$ cat config.mk
export PLATFORM = sky130hd
export DESIGN_NAME = axi_lite_ram_bridge
export DESIGN_NICKNAME = d
export VERILOG_FILES = /design/src/rtl/axi_lite_ram_bridge.sv
export SDC_FILE = /design/constraint.sdc
export NUM_CORES = 1
export LEC_CHECK = 0
export ABC_AREA = 1
export CAP_MARGIN = 20
export CORE_ASPECT_RATIO = 1.25
export CORE_MARGIN = 8
export CORE_UTILIZATION = 45
export DETAILED_ROUTE_END_ITERATION = 12
export PLACE_DENSITY = 0.83
export SLEW_MARGIN = 10
export SYNTH_ARGS = -nofsm -noshare
export SYNTH_HDL_FRONTEND = slang
export SYNTH_SLANG_ARGS = --single-unit
$ cat constraint.sdc
create_clock -name CLK -period 2.2 [get_ports CLK]
set_clock_uncertainty 0.05 [all_clocks]
set_input_delay 0.22 -clock CLK [delete_from_list [all_inputs] [get_ports CLK]]
set_output_delay 0.22 -clock CLK [all_outputs]
set_load 0.02 [all_outputs]
$ cat src/rtl/axi_lite_ram_bridge.sv
// AXI4-Lite slave that owns one access port of a 1024x32 block RAM.
// One transaction at a time; partial-strobe writes are done as read-modify-write.
module axi_lite_ram_bridge #(
    parameter int unsigned           ADDR_WIDTH = 32,
    parameter logic [ADDR_WIDTH-1:0] BASE_ADDR  = '0
) (
    input  logic                  CLK,
    input  logic                  RST,
    input  logic [ADDR_WIDTH-1:0] S_AWADDR,
    input  logic                  S_AWVALID,
    output logic                  S_AWREADY,
    input  logic [31:0]           S_WDATA,
    input  logic [3:0]            S_WSTRB,
    input  logic                  S_WVALID,
    output logic                  S_WREADY,
    output logic [1:0]            S_BRESP,
    output logic                  S_BVALID,
    input  logic                  S_BREADY,
    input  logic [ADDR_WIDTH-1:0] S_ARADDR,
    input  logic                  S_ARVALID,
    output logic                  S_ARREADY,
    output logic [31:0]           S_RDATA,
    output logic [1:0]            S_RRESP,
    output logic                  S_RVALID,
    input  logic                  S_RREADY,
    output logic                  RAM_RDEN,
    output logic [9:0]            RAM_RADDR,
    input  logic [31:0]           RAM_RDATA,
    output logic                  RAM_WREN,
    output logic [9:0]            RAM_WADDR,
    output logic [31:0]           RAM_WDATA
);

    localparam int unsigned DATA_W  = 32;
    localparam int unsigned STRB_W  = DATA_W / 8;
    localparam int unsigned WORD_AW = 10;
    localparam int unsigned WIN_LSB = 12;
    localparam logic [1:0]  RESP_OKAY   = 2'b00;
    localparam logic [1:0]  RESP_DECERR = 2'b11;

    typedef enum logic [2:0] {
        IDLE, RD_ISS, RD_CAP, RD_RSP, WR_RD, WR_CAP, WR_WR, WR_RSP
    } state_t;

    state_t state, state_d;
    logic   favour_read, favour_read_d;

    logic               aw_held, aw_in_win;
    logic [WORD_AW-1:0] aw_word;
    logic               w_held;
    logic [DATA_W-1:0]  w_data;
    logic [STRB_W-1:0]  w_strb;

    logic aw_hs, w_hs, b_hs, wr_pend;
    logic ar_in_win, aw_addr_in_win;
    logic addr_lsb_unused;
    logic [DATA_W-1:0] merged;

    logic               arready_d, rvalid_d, bvalid_d, rden_d, wren_d;
    logic [DATA_W-1:0]  rdata_d, wdata_d;
    logic [1:0]         rresp_d, bresp_d;
    logic [WORD_AW-1:0] raddr_d, waddr_d;

    assign aw_hs   = S_AWVALID && S_AWREADY;
    assign w_hs    = S_WVALID && S_WREADY;
    assign b_hs    = S_BVALID && S_BREADY;
    assign wr_pend = aw_held && w_held;

    assign ar_in_win      = (S_ARADDR[ADDR_WIDTH-1:WIN_LSB] == BASE_ADDR[ADDR_WIDTH-1:WIN_LSB]);
    assign aw_addr_in_win = (S_AWADDR[ADDR_WIDTH-1:WIN_LSB] == BASE_ADDR[ADDR_WIDTH-1:WIN_LSB]);
    assign addr_lsb_unused = ^{S_AWADDR[1:0], S_ARADDR[1:0]};

    // AW and W holding registers fill independently and drain on the B handshake
    always_ff @(posedge CLK or negedge RST) begin
        if (!RST) begin
            aw_held   <= 1'b0;
            aw_in_win <= 1'b0;
            aw_word   <= '0;
            w_held    <= 1'b0;
            w_data    <= '0;
            w_strb    <= '0;
            S_AWREADY <= 1'b0;
            S_WREADY  <= 1'b0;
        end else begin
            if (b_hs) begin
                aw_held <= 1'b0;
            end else if (aw_hs) begin
                aw_held   <= 1'b1;
                aw_word   <= S_AWADDR[WIN_LSB-1:2];
                aw_in_win <= aw_addr_in_win;
            end
            if (b_hs) begin
                w_held <= 1'b0;
            end else if (w_hs) begin
                w_held <= 1'b1;
                w_data <= S_WDATA;
                w_strb <= S_WSTRB;
            end
            S_AWREADY <= b_hs || (!aw_held && !aw_hs);
            S_WREADY  <= b_hs || (!w_held && !w_hs);
        end
    end

    // Byte merge of new write data over the old word returned by the RAM
    always_comb begin
        merged = RAM_RDATA;
        for (int unsigned i = 0; i < STRB_W; i++) begin
            if (w_strb[i]) merged[8*i +: 8] = w_data[8*i +: 8];
        end
    end

    always_ff @(posedge CLK or negedge RST) begin
        if (!RST) begin
            state       <= IDLE;
            favour_read <= 1'b1;
            S_ARREADY   <= 1'b0;
            S_RVALID    <= 1'b0;
            S_RDATA     <= '0;
            S_RRESP     <= RESP_OKAY;
            S_BVALID    <= 1'b0;
            S_BRESP     <= RESP_OKAY;
            RAM_RDEN    <= 1'b0;
            RAM_RADDR   <= '0;
            RAM_WREN    <= 1'b0;
            RAM_WADDR   <= '0;
            RAM_WDATA   <= '0;
        end else begin
            state       <= state_d;
            favour_read <= favour_read_d;
            S_ARREADY   <= arready_d;
            S_RVALID    <= rvalid_d;
            S_RDATA     <= rdata_d;
            S_RRESP     <= rresp_d;
            S_BVALID    <= bvalid_d;
            S_BRESP     <= bresp_d;
            RAM_RDEN    <= rden_d;
            RAM_RADDR   <= raddr_d;
            RAM_WREN    <= wren_d;
            RAM_WADDR   <= waddr_d;
            RAM_WDATA   <= wdata_d;
        end
    end

    // Next state and next values of every registered output
    always_comb begin
        state_d       = state;
        favour_read_d = favour_read;
        arready_d     = 1'b0;
        rvalid_d      = S_RVALID;
        rdata_d       = S_RDATA;
        rresp_d       = S_RRESP;
        bvalid_d      = S_BVALID;
        bresp_d       = S_BRESP;
        rden_d        = 1'b0;
        raddr_d       = RAM_RADDR;
        wren_d        = 1'b0;
        waddr_d       = RAM_WADDR;
        wdata_d       = RAM_WDATA;

        case (state)
            IDLE: begin
                // A raised ARREADY commits this slot to the read
                if (S_ARREADY) begin
                    if (S_ARVALID) begin
                        if (ar_in_win) begin
                            state_d = RD_ISS;
                            rden_d  = 1'b1;
                            raddr_d = S_ARADDR[WIN_LSB-1:2];
                        end else begin
                            state_d  = RD_RSP;
                            rvalid_d = 1'b1;
                            rdata_d  = '0;
                            rresp_d  = RESP_DECERR;
                        end
                    end
                end else if (S_ARVALID && (!wr_pend || favour_read)) begin
                    arready_d = 1'b1;
                    if (wr_pend) favour_read_d = 1'b0;
                end else if (wr_pend) begin
                    if (S_ARVALID) favour_read_d = 1'b1;
                    if (!aw_in_win) begin
                        state_d  = WR_RSP;
                        bvalid_d = 1'b1;
                        bresp_d  = RESP_DECERR;
                    end else if (w_strb == '0) begin
                        state_d  = WR_RSP;
                        bvalid_d = 1'b1;
                        bresp_d  = RESP_OKAY;
                    end else if (&w_strb) begin
                        state_d = WR_WR;
                        wren_d  = 1'b1;
                        waddr_d = aw_word;
                        wdata_d = w_data;
                    end else begin
                        state_d = WR_RD;
                        rden_d  = 1'b1;
                        raddr_d = aw_word;
                    end
                end
            end
            RD_ISS: state_d = RD_CAP;
            RD_CAP: begin
                state_d  = RD_RSP;
                rvalid_d = 1'b1;
                rdata_d  = RAM_RDATA;
                rresp_d  = RESP_OKAY;
            end
            RD_RSP: begin
                if (S_RREADY) begin
                    state_d  = IDLE;
                    rvalid_d = 1'b0;
                end
            end
            WR_RD:  state_d = WR_CAP;
            WR_CAP: begin
                state_d = WR_WR;
                wren_d  = 1'b1;
                waddr_d = aw_word;
                wdata_d = merged;
            end
            WR_WR: begin
                state_d  = WR_RSP;
                bvalid_d = 1'b1;
                bresp_d  = RESP_OKAY;
            end
            WR_RSP: begin
                if (S_BREADY) begin
                    state_d  = IDLE;
                    bvalid_d = 1'b0;
                end
            end
            default: state_d = IDLE;
        endcase
    end

endmodule
# After elaboration in Yosys (flattened, before gate mapping)
# Cells that the tools add are included.
# totals
register_bits	148
in_bits	139
out_inout_bits	95
wordCells	180
# classes
n_eq_ne	27
mux	90
n_bitwise	2
reduce_logical	40
# op_table
cell	count
two-way mux 32 bit	9
two-way mux 10 bit	14
one-hot mux 32 bit (2 select lines)	2
zero test 20 bit	2
two-way mux 1 bit	36
two-way mux 8 bit	4
inequality test 2 bit, second input constant	15
two-way mux 2 bit	12
one-hot mux 3 bit (8 select lines)	1
one-hot mux 10 bit (2 select lines)	1
two-way mux 3 bit	6
nonzero test 2 bit	8
AND reduction 5 bit	3
== test 3 bit, second input constant	4
inequality test 3 bit, second input constant	4
AND reduction 4 bit	3
one-hot mux 2 bit (2 select lines)	2
AND reduction 8 bit	1
logical AND 1 bit	7
AND reduction 7 bit	1
== test 3 x 2 -> 1 bit, second input constant	2
one-hot mux 1 bit (3 select lines)	2
AND reduction 6 bit	1
nonzero test 3 bit	2
9 further kinds	17

# Logic depth before layout (Yosys ltp)
# logic_depth
word_depth	8
depth_mapped	10
mapped_depth_nobuf	9

# Worst setup path after synthesis
# OpenSTA, ideal clock, no wires.
# synth_timing
path_type	flip-flop to flip-flop
start	register S_ARREADY
end	register RAM_WADDR[9]
arrival_ns	1.366
t_required_ns	2.028
path_slack_ns	0.662
path_stages_with_launch	7
n_path_buf	2
cell_sequence	dfrtp_1 nor2_1 nand2_1 o21ai_2 buf_6 buf_6 a21oi_1
# synth_via
elab_chain_cells	2
# synth_lines
item	line_no	rtl
start: declaration	21	output logic S_ARREADY,
start signal: assignment	130	S_ARREADY <= arready_d;
inequality test 2 bit (no source line)	--	
AND reduction 7 bit (no source line)	--	
end signal: assignment	139	RAM_WADDR <= waddr_d;
end: declaration	30	output logic [9:0] RAM_WADDR,
# No other way between the ends.
# A chain may end at the register's enable or synchronous reset.

# Final worst setup path
# layout_timing
start	register S_ARREADY
end	output S_ARREADY
# No word-level cell between the ends.

==> summary.md <==
| Metric | Value |
|---|---|
| Run status | `finished, final reports clean` |
| Pre-CTS WS | `approximately 0.036 ns` |
| Slew @ Worst Pin | `0.676 ns` |
| Worst reg-to-reg setup slack | `0.37 ns` |
| Post-Syn Area per Cell | `approximately 8.9 sq um` |
| Largest net degree at the start of global routing | `54` |
| Layout cells sized above 1 | `15.5%` |
| Post-synth EDFFs | `0` |
| Setup_tns | `0 ns` |
| Top Ports | `about 230` |
| DRT Pass-1 Iters | `4` |
| Ys flop type | `dfrtp_1` |
| Gr ovfl total | `0` |
| Die ar. | `0.0189 sq mm` |
| Area leader, netlist | `dfrtp_1` |
| Placed inst area | `around 0.0092 sq mm` |
| Global-route wire length before repair | `about 31 mm` |
| Setup WS post-layout | `between 0.2 and 0.3 ns` |
| Initial antenna violation count | `0` |
| Cells after DPL | `roughly 1100` |
| Clk sink count | `about 150` |
| Peak VDD IR | `around 0.89 mV` |
| Worst r2r path cells | `9` |
| CTS root buf | `clkbuf_16` |
| Mean number of vias per cell | `just under 5` |
| #FFs+latches synth | `around 150` |
| Hold Crit Class | `in -> async` |
| Via count | `between 5000 and 6000` |
| Max Root-Sink Buffers | `2` |
| CTS tree | `done` |
| Hpwl dp | `14.0 mm` |
| WS Path Type | `reg -> out` |
| Synth cell types | `27` |
| Routed wire per std cell | `between 15 and 20 um` |
| Post-Layout Cell Count | `1170` |
| Count of final setup violators | `0` |
| Clock buffer count from CTS | `17` |
| Syn Nets | `between 800 and 900` |
| H-tree Lvls | `4` |
| Post-route clock period utilization | `87.0%` |
| Post-Layout Inst Area | `~0.0098 sq mm` |
| # rows | `49` |
| Arrival @ worst endpoint | `about 1.6 ns` |
| Post-synthesis sequential area ratio | `between 50% and 60%` |
| Crit Reg-Reg Endpoint | `RAM_WDATA[29]` |
| Crit path from | `S_ARREADY` |
| Clk_lat worst skew | `0.42 ns` |
| Clock transition at path regs | `about 0.06 ns` |
| Achievable clock frequency | `between 500 and 600 MHz` |
| Initial Util | `46.0%` |
| Final ANT Viol Nets | `0` |
| Final hold viol count | `0` |
| Worst Setup End Kind | `output port` |
| Die height | `between 150 and 200 um` |
| Cts repair resizes | `0` |
| Total GRT Usage | `about a fifth` |
| Post-synth top cells | `nand2_1, dfrtp_1, inv_1` |
| Final WL | `~19 mm` |
| Final Critical Period | `about 1.9 ns` |
| CP startpoint kind | `register` |
| Critical-path maximum fanout | `12` |
| Relative slew slack | `54.8%` |
| Die width | `between 100 and 150 um` |
| Hold slack | `between 0.2 and 0.3 ns` |
| WP data required | `a little under 2 ns` |
| Diodes inserted | `0` |
| Unrepaired setup endpoints after global routing | `false` |
| Max Cap Violations | `0` |
| Post-Syn Area | `0.00663 sq mm` |
| Count leader, synth | `nand2_1` |
| Routability Congestion | `~0.88` |
| P_leak | `4.56 nW` |
| Fill cells | `~1100` |
| Leading post-synthesis cells by cell area | `dfrtp_1, nand2_1, mux2_2` |
| Final Max Slew Viols | `0` |
| DR iter-0 viols | `around 360` |
| Ys async rst share | `between 90% and 100%` |
| Placeable Area | `0.0144 sq mm` |
| Post-route DRC | `0` |
| Cell Pwr Density | `about 1500 mW/mm^2` |
| Synth Instances | `745` |
| Top cell type's share of synthesized area | `54.7%` |
| IO Port Bufs | `229` |
| YS warnings | `0` |
| Nets | `~1100` |
| Crit Reg-Reg Startpoint | `state[0]` |
| Area growth, synth to finish | `48.3%` |
| Vias in the first global route | `approximately 6000` |
[layer usage]
metal,vias up,share of wire (%),track usage (%)
met5,-,0,0
met4,0,2.5,8.33
met3,34,7.1,6.51
met2,185,51,36.0
met1,2692,40,22.6
li1,2802,-,-
[layout make-up]
type | instances | area, sq um | area share, %
sequential | 146 | 3650 | 37.2
multi-input combinational | 508 | 2560 | 26.0
timing repair buffer | 247 | 2510 | 25.5
clock buffer | 19 | 433 | 4.40
clock inverter | 13 | 233 | 2.37
inverter | 59 | 223 | 2.26
tap | 178 | 223 | 2.26
[per-stage QoR]
| step | power, mW | utilization (%) |
|---|---|---|
| after CTS | 14.6 | 68.3 |
| after global routing | 15.3 | 68.3 |
| after floorplan | 8.30 | - |
| after global placement | 11.1 | 63.6 |
| final | 14.4 | 68.3 |
| after detailed placement | 11.3 | 63.6 |
[critical path: stages, from the launching register on]
cell	delay, ns
dfrtp_1	0.40
buf_4	0.21
clkdlybuf4s50_1	0.62
[flip-flops by register name, indices dropped and copies added, names as in the netlist, 3 cells and up]
signal	count
RAM_WDATA	32
aw_word	10
state	3
w_data	32
RAM_RADDR	10
S_RDATA	32
w_strb	4
RAM_WADDR	10
[where the power goes]
group / internal [mW] / total [mW] / switching, mW
Clock: 2.13 / 3.26 / 1.13
Combinational: 2.94 / 6.40 / 3.46
Sequential: 4.00 / 4.79 / 0.788
Total: 9.07 / 14.4 / 5.37
[cells by family (layout without fill, tap and decap cells)]
family	after synthesis	count (layout)	synth area share [%]
AOI/OAI and AO/OA	91	91	9.02
DFF	146	146	55.1
xor gates and xnor gates	1	1	0.132
and+or+nand+nor	380	380	23.3
muxes	36	36	6.12
buffers and inverters	91	338	6.34
[what timing repair did]
item / 4_1_cts / 5_1_grt
buffers inserted: 0 / 0
hold endpoints to repair: 41 / 0
hold buffers: 1 / 0
setup endpoints to repair: 0 / 0
[worst max path at each step]
stage | end | slack [ns] | cells past startpoint
after floorplan | RAM_WADDR[9] | 0.66 | 6
after global placement | RAM_RADDR[0] | 0.14 | 10
after detailed placement | RAM_RADDR[9] | 0.04 | 10
after CTS | S_ARREADY | 0.28 | 2
after global routing | RAM_RADDR[7] | 0.18 | 8
final | S_ARREADY | 0.29 | 2
[placed cells by master, fill, tap and decap left out, drive strengths merged, types with 15 or more instances in the layout]
master and count:
o21ai 86, nand3 15, dfrtp 145, inv 59
nand2 320, clkbuf 19, mux2 36, buf 18
nor2 36, clkdlybuf4s50 228
No activity file was read; power rests on OpenSTA's default activity.
